--- src/rtl/writeback_stage.sv ---
// writeback_stage: MEM/WB pipeline register, register-bank write port,
// RUN/HALTED state machine and saturating retired-instruction counter.
module writeback_stage #(
  parameter int unsigned CNT_W  = 32,
  parameter logic [5:0]  HLT_OP = 6'b111111
) (
  input  logic             clk,
  input  logic             rst,
  input  logic             valid_mem,
  input  logic             stall,
  input  logic             taken_branch,
  input  logic [31:0]      IR_mem,
  input  logic [31:0]      ALUout_mem,
  input  logic [31:0]      LMD_mem,
  output logic             wb_en,
  output logic [4:0]       rd_w,
  output logic [31:0]      LMD,
  output logic [31:0]      IR_wb,
  output logic             hlt,
  output logic [CNT_W-1:0] retired
);

  typedef enum logic {
    RUN    = 1'b0,
    HALTED = 1'b1
  } state_t;

  state_t           state_q;
  logic [31:0]      ir_q;
  logic [31:0]      alu_q;
  logic [31:0]      lmd_q;
  logic             valid_q;
  logic             counted_q;
  logic [CNT_W-1:0] cnt_q;

  logic [5:0] opcode;
  logic       run;
  logic       capture;
  logic       count_en;
  logic       writes;
  logic       is_lw;
  logic [4:0] dest;

  assign opcode   = ir_q[31:26];
  assign run      = (state_q == RUN);
  assign capture  = run && !stall;
  // The held instruction retires once; the flag blocks recounting during stall.
  assign count_en = run && valid_q && !counted_q;

  // Classify the instruction in MEM/WB and pick its destination field.
  always_comb begin
    writes = 1'b0;
    is_lw  = 1'b0;
    dest   = '0;
    case (opcode)
      6'b000000, 6'b000001, 6'b000010,
      6'b000011, 6'b000100, 6'b000101: begin
        writes = 1'b1;
        dest   = ir_q[15:11];
      end
      6'b001010, 6'b001011, 6'b001100: begin
        writes = 1'b1;
        dest   = ir_q[20:16];
      end
      6'b001000: begin
        writes = 1'b1;
        is_lw  = 1'b1;
        dest   = ir_q[20:16];
      end
      default: begin
        writes = 1'b0;
      end
    endcase
  end

  // Pipeline register capture, retire counting and halt state machine.
  always_ff @(posedge clk or posedge rst) begin
    if (rst) begin
      state_q   <= RUN;
      ir_q      <= '0;
      alu_q     <= '0;
      lmd_q     <= '0;
      valid_q   <= 1'b0;
      counted_q <= 1'b0;
      cnt_q     <= '0;
    end else begin
      if (capture) begin
        ir_q      <= IR_mem;
        alu_q     <= ALUout_mem;
        lmd_q     <= LMD_mem;
        valid_q   <= valid_mem && !taken_branch;
        counted_q <= 1'b0;
      end else if (count_en) begin
        counted_q <= 1'b1;
      end
      if (count_en && (cnt_q != '1)) begin
        cnt_q <= cnt_q + CNT_W'(1);
      end
      if (run && valid_q && (opcode == HLT_OP)) begin
        state_q <= HALTED;
      end
    end
  end

  assign wb_en   = valid_q && run && writes && (dest != 5'd0);
  assign rd_w    = wb_en ? dest : 5'd0;
  assign LMD     = wb_en ? (is_lw ? lmd_q : alu_q) : 32'd0;
  assign IR_wb   = ir_q;
  assign hlt     = (state_q == HALTED);
  assign retired = cnt_q;

endmodule

--- config.mk ---
export PLATFORM = sky130hd
export DESIGN_NAME = writeback_stage
export DESIGN_NICKNAME = d
export VERILOG_FILES = /design/src/rtl/writeback_stage.sv
export SDC_FILE = /design/constraint.sdc
export NUM_CORES = 1
export LEC_CHECK = 0
export BUFFER_PORTS_ARGS = -buffer_cell sky130_fd_sc_hd__buf_2
export CORE_MARGIN = 1
export CORE_UTILIZATION = 30
export CTS_BUF_LIST = sky130_fd_sc_hd__clkbuf_8
export DETAILED_ROUTE_END_ITERATION = 7
export PLACE_DENSITY = 0.57
export SLEW_MARGIN = 30
export SYNTH_ARGS = -nofsm -noshare
export SYNTH_HDL_FRONTEND = slang
export SYNTH_SLANG_ARGS = --single-unit
--- constraint.sdc ---
create_clock -name clk -period 6.2 [get_ports clk]
set_input_delay 1.24 -clock clk [delete_from_list [all_inputs] [get_ports clk]]
set_output_delay 1.24 -clock clk [all_outputs]
set_load 0.005 [all_outputs]
==> key figures, run 1 <==
Detailed routing
  • Post-route ant nets: 0
  • DRC viols: 0
  • Drt first pass iters: 4
  • Routed WL: between 10000 and 15000 microns
  • DR iter-0 viols: approximately 130
  • Vias per inst: ~4.6
  • Routed vias: about 4400
  • WL/cell: about 15 microns

Power and ir drop
  • Clock power frac: 28.0%
  • Sequential Power Share: 48.3%
  • Net Switching: about 800 uW
  • Pleak: between 3 and 4 nW
  • PD cells: about 340 nW/um^2
  • Logic pwr share: 23.8%
  • Internal: approximately 1.7 mW
  • Switching part of the total power: a little under a third
  • VDD IR max: 0.000165 V

Placed design
  • Pre-CTS setup slack: 2.73 ns
  • Routability congestion estimate: around 0.8
  • I/O Buffers: ~200
  • Cells after DPL: ~930
  • Hpwl dp: about 10000 microns

Timing
  • Post-Route Setup TNS: 0 ns
  • Slew @ Worst Pin: around 0.85 ns
  • Final Max Tran Viols: 0
  • Final min period: ~3.9 ns
  • Skew final: 0.0122 ns
  • Setup violations, final: 0
  • Max Clk Rate: about 260 MHz
  • Period utilization: a little over three fifths
  • RSZ-0062 raised after global routing: false
  • Hold Vio Cnt, Final: 0
  • Final WS setup: around 2.3 ns
  • Slew HR: a little over two fifths

Clock tree
  • CTS H-tree depth: 4
  • Inserted Clock Buffers: 17
  • CTS tree: yes
  • # hold bufs at CTS: 0
  • CTS clk-pin slew, worst paths: ~0.09 ns
  • Post_cts resized: 0
  • Clock buffer depth: 2
  • # clock sinks: 131
  • Post-CTS Setup Bufs: 0
  • Root buffer cell: clkbuf_8
  • Clk Latency, worst-skew pair: around 0.45 ns

Finish
  • Area growth, synth to finish: 28.2%
  • Layout cells sized above 1: 49.8%
  • Non-Filler Instances: roughly 970
  • # diodes: 0
  • Layout net count: around 790

Synthesis
  • Post-synth EDFFs: 0
  • Yosys reg bits: 131
  • Unique masters post-synth: 45
  • Synth Area in Compound Gates: ~4.8%
  • Post-synthesis xor/xnor area fraction: around 4.3%
  • Post-Syn Area per Cell: 12.0 sq um
  • Simple-gate share of the synthesized area: a little over an eighth
  • Fraction of synthesized area in multiplexers: 19.0%
  • Combinational family with the most area after synthesis: multiplexers
  • Top FF cell, synth: dfrtp_1
  • Syn Std Cell Area: between 5000 and 6000 sq um
  • Post-Synthesis Net Count: between 500 and 600
  • Cells after Synth: roughly 500
  • Sequential share of the synthesized area: a little under three fifths
  • Post-synthesis adder-cell area fraction: less than 1%
  • Ys Warns: 0
  • Ys async rst share: 100%

GRT
  • Vias in the first global route: about 4400
  • Initial antenna violation count: 0
  • Total GRT Usage: about 15%
  • First-pass GRT wire length: ~24000 microns
  • Total grt overflow: 0
  • Largest net degree at the start of global routing: 86

Floorplan
  • Die ar.: 20200 sq um
  • Core Rows: 50
  • Die Ht: 142 microns
  • Die Wd: between 100 and 150 microns
  • I/O Pins: ~200
  • Starting density of the core: ~31%
  • Core Box Area: approximately 19000 sq um

Worst setup path
  • Startpoint Class: flop
  • Worst Setup End Kind: primary output
  • Critical Setup Path Class: flop to primary output
  • CP Data Required Time: a little under 5 ns
  • Critical Path AT: between 2 and 3 ns
  • Crit-path max FO: 36

Run
  • Max cap viols: 0

Outcome
  • Status: complete, no violations

Min path
  • Hold Crit Class: flop to flop
final cells by class:
cell class                 instances  area (sq um)
clock buffer                      17           234
clock inverter                    15           144
fill                            1927         11400
inverter                           4          20.0
multi-input combinational        331          2480
sequential                       131          3280
tap                              260           325
timing repair buffer             207          1060
metal layers:
layer / routed length, microns / global-route usage [%] / vias up
li1: - / - / 2130
met1: 7030 / 20.3 / 2122
met2: 6660 / 22.9 / 140
met3: 805 / 4.17 / 23
met4: 359 / 7.41 / 0
met5: 0 / 0 / -
stage by stage:
step	total power [mW]	hold WS (ns)	instance area, sq um	utilization [%]
global route	2.68	0.510	7540	39.8
global placement	1.84	0.482	7160	37.8
detailed placement	1.85	0.473	7160	37.8
finish	2.53	0.491	7540	39.8
floorplan	1.60	0.477	5880	-
CTS	2.57	0.492	7540	39.8
critical path: stages, from the launching register on:
cell	delay, ns
dfrtp_1	0.50
a2111oi_2	0.67
o21ai_1	0.14
a21o_2	0.48
a21oi_1	0.26
buf_2	0.15
layout by cell type (no fill, tap or decap), types with 3 or more instances in the layout:
cell,count
clkbuf_8,17
mux2_2,96
nand4_1,14
and3_1,6
nand3_1,9
a22oi_1,5
inv_6,8
buf_4,3
xor2_1,16
nand2_1,77
buf_2,203
dfrtp_1,131
a21oi_1,33
or4_1,4
nor3_1,9
and4_1,3
inv_1,3
nor2_1,13
xnor2_1,13
final timing paths:
check | cells past startpoint | endpoint | startpoint | slack [ns]
worst max-delay path | 5 | LMD[0] | IR_wb[28]$_DFFE_PP0P_ | 2.29
max in group asynchronous | 3 | counted_q$_DFFE_PP0P_ | rst | 4.01
worst min-delay path | 1 | retired[12]$_DFFE_PP0P_ | retired[12]$_DFFE_PP0P_ | 0.49
min in group asynchronous | 2 | alu_q[9]$_DFFE_PP0P_ | rst | 0.88
worst min register to register | 1 | retired[12]$_DFFE_PP0P_ | retired[12]$_DFFE_PP0P_ | 0.49
worst max register to register | 5 | retired[1]$_DFFE_PP0P_ | retired[4]$_DFFE_PP0P_ | 3.86
flip-flops by register name (all words and copies together), names as in the netlist:
name	flops
IR_wb	32
alu_q	32
counted_q	1
hlt	1
lmd_q	32
retired	32
valid_q	1
cell usage after synthesis, drive strengths merged (5+ instances only):
cell | n | area, sq um
xnor2 | 13 | 114
clkbuf | 15 | 56.3
nor3 | 9 | 45.0
buf | 9 | 67.6
nand2 | 77 | 289
and3 | 6 | 37.5
nand3 | 10 | 62.6
a21oi | 33 | 165
nor2 | 15 | 63.8
mux2 | 98 | 1110
and4 | 5 | 47.6
a22oi | 5 | 37.5
nand4 | 15 | 100
xor2 | 16 | 140
or4 | 5 | 41.3
dfrtp | 131 | 3280
kinds of logic after synthesis:
family | after synthesis
and+or+nand+nor | 155
xor gates and xnor gates | 29
muxes | 99
buffers and inverters | 28
DFF | 131
AOI/OAI and AO/OA | 47
adders and majority gates | 1
power groups by stage:
stage / registers (mW) / logic [mW] / clock network (mW)
CTS: 1.22 / 0.613 / 0.737
finish: 1.22 / 0.600 / 0.707
detailed placement: 1.24 / 0.611 / 0
floorplan: 1.21 / 0.392 / 0
global route: 1.25 / 0.663 / 0.766
global placement: 1.23 / 0.609 / 0
No activity file was read; power rests on OpenSTA's default activity.
==> run 2, diff against run 1 <==
PLACE_DENSITY = 0.58   (was 0.57)
clock period = 3.3 ns   (was 6.2 ns; I/O delays follow)
==> run 2 against run 1 <==
Compared with the run above:
- critical path depth grew 2
- global-route usage about the same
- die area is the same
- via count rose by 0.48%
- largest cell class unchanged
- highest routed layer unchanged
==> key figures, run 2 (same netlist as run 1, synthesis figures left out) <==
Floorplan
  • Core Rows: 50 (unchanged)
  • Die ar.: 20200 sq um (unchanged)
  • Core Box Area: 19000 sq um (unchanged)
  • Die Ht: 142 microns (unchanged)
  • Starting density of the core: 31.0% (unchanged)
  • I/O Pins: 204 (unchanged)
  • Die Wd: 142 microns (unchanged)

Placed design
  • Routability congestion estimate: 0.766 (-6.2%)
  • I/O Buffers: 203 (unchanged)
  • Hpwl dp: 10100 microns (-3.2%)

Clock tree
  • CTS tree: yes
  • Root buffer cell: clkbuf_8
  • Clk Latency, worst-skew pair: 0.44 ns (about the same)
  • CTS clk-pin slew, worst paths: 0.09 ns (about the same)
  • # hold bufs at CTS: 0 (unchanged)
  • Clock buffer depth: 2 (unchanged)
  • Inserted Clock Buffers: 17 (unchanged)
  • # clock sinks: 131 (unchanged)
  • CTS H-tree depth: 4 (unchanged)

Timing
  • Setup violations, final: 0 (unchanged)
  • Slew HR: 42.5% (-0.69 points)
  • Slew @ Worst Pin: 0.856 ns (+0.0103 ns)
  • Period utilization: 95.5%
  • Max Clk Rate: ~320 MHz
  • Skew final: 0.0130 ns (+0.000755 ns)
  • Hold Vio Cnt, Final: 0 (unchanged)
  • Final min period: around 3.2 ns
  • Final Max Tran Viols: 0 (unchanged)

Power and ir drop
  • Net Switching: 1.48 mW (+84%)
  • Clock power frac: 28.0% (about the same)
  • PD cells: 626 nW/um^2 (+87%)
  • VDD IR max: 0.000268 V (+63%)
  • Switching part of the total power: 31.1% (-0.73 points)
  • Sequential Power Share: 48.0% (-0.3 points)
  • Overall power: 4.77 mW (+89%)
  • Logic pwr share: 24.0% (+0.2 points)
  • Pleak: 3.66 nW (+0.67%)
  • Internal: 3.29 mW (+91%)

Worst setup path
  • Crit Reg-Reg Endpoint: retired[1]$_DFFE_PP0P_
  • Critical Setup Path Class: flop to primary output
  • Worst Reg-to-Reg Cells: 5 (unchanged)
  • Critical Path End: LMD[30]
  • CP startpoint: IR_wb[31]$_DFFE_PP0P_
  • R2r setup slk: 1.00 ns (-2.86 ns)
  • Worst r2r src: retired[4]$_DFFE_PP0P_
  • Critical Path AT: 2.49 ns (-0.18 ns)
  • CP Data Required Time: 2.64 ns (-2.32 ns)
  • Crit-path max FO: 36 (unchanged)
  • Startpoint Class: flop
  • Worst Setup End Kind: primary output

GRT
  • Vias in the first global route: 4608 (+3.7%)
  • Total grt overflow: 0 (unchanged)
  • Total GRT Usage: 15.3% (+0.048 points)
  • First-pass GRT wire length: 23800 microns (+0.94%)
  • Initial antenna violation count: 2 (+2)
  • Largest net degree at the start of global routing: 132 (+53%)

Finish
  • Area of the multi-input gates: 2500 sq um (+0.91%)
  • Commonest non-fill, non-tap cell in the layout: buf_2
  • FILL cells: 1943 (+0.83%)
  • Layout cells sized above 1: 50.7% (+0.92 points)
  • Area growth, synth to finish: 29.6%
  • FF+latch area: 3280 sq um (about the same)
  • Post-layout util: 40.2% (+0.42 points)
  • Most frequent cells in the layout: buf_2, dfrtp_1, mux2_2, nand2_1, a21oi_1
  • Layout net count: 799 (+0.63%)

Min path
  • Hold Crit Class: input pin to asynchronous set/reset pin

Outcome
  • Status: complete, no violations

Run
  • Max cap viols: 0 (unchanged)

Detailed routing
  • Routed vias: 4436 (+0.48%)
  • Routed WL: 15000 microns (+0.74%)
  • Drt first pass iters: 4 (unchanged)
  • WL/cell: 15.4 microns (about the same)
  • Vias per inst: 4.56 (-0.25%)
  • DRC viols: 0 (unchanged)
  • DR iter-0 viols: 137 (+3.8%)
  • Post-route ant nets: 0 (unchanged)
==> run 2: changes by cell type in the layout (fill, tap and decap cells not counted), moves of 2 or more <==
cell      previous run  this run
clkbuf_8            17        19
diode_2              0         2
buf_4                3         7
clkinv_4             2         4
dfrtp_1            131       129
dfrtp_2              0         2
inv_6                8         3
a21oi_2              0         3
a21oi_1             33        30
==> run 2: per-stage QoR <==
step / setup TNS [ns] / std cells / instance area (sq um) / setup WS, ns / hold slack, ns
after floorplan: 0 / 490 / 5890 / 0.826 / 0.477
after global placement: 0 / 936 / 7180 / 0.487 / 0.479
after detailed placement: 0 / 936 / 7180 / 0.494 / 0.478
after CTS: 0 / 968 / 7570 / 0.0116 / 0.403
after global routing: -0.000833 / 971 / 7620 / -0.000833 / 0.408
final: 0 / 972 / 7620 / 0.149 / 0.352
==> run 2: worst min-delay path by stage <==
| stage | end | slack, ns |
|---|---|---|
| floorplan | retired[14]$_DFFE_PP0P_ | 0.48 |
| global placement | retired[14]$_DFFE_PP0P_ | 0.48 |
| detailed placement | retired[14]$_DFFE_PP0P_ | 0.48 |
| CTS | alu_q[13]$_DFFE_PP0P_ | 0.40 |
| global route | alu_q[12]$_DFFE_PP0P_ | 0.41 |
| finish | IR_wb[29]$_DFFE_PP0P_ | 0.35 |
==> run 2: power groups by stage <==
stage	clock network, mW	logic, mW	registers (mW)
final	1.34	1.14	2.29
after floorplan	0	0.738	2.26
after global routing	1.46	1.27	2.36
after global placement	0	1.14	2.30
after detailed placement	0	1.15	2.31
after CTS	1.39	1.15	2.29
==> run 2: area by class of cell <==
cell class,instances,area share (%)
Clock buffer,19,3.43
Antenna cell,2,0.0657
Inverter,4,0.246
Sequential cell,131,43.0
Multi-Input combinational cell,331,32.9
Clock inverter,13,1.66
Timing Repair Buffer,212,14.4
Tap cell,260,4.27
==> run 2: timing repair <==
action                     in CTS  in global routing
gates resized for setup         0                  7
buffers inserted                0                  2
gates cloned                    0                  0
setup endpoints to repair       5                 35
pin swaps                       1                  1
==> run 2: critical path, stage by stage (launching register included) <==
cell      delay [ns]
dfrtp_2         0.46
or3b_4          0.45
a211oi_4        0.30
o21ai_1         0.11
a21o_1          0.17
buf_6           0.19
a21oi_1         0.20
buf_2           0.15
==> run 2: routing by layer <==
metal	wire, microns	vias up	global-route usage [%]
li1	-	2152	-
met1	7020	2118	20.2
met2	6890	150	23.6
met3	831	16	3.87
met4	222	0	6.96
met5	0	-	0
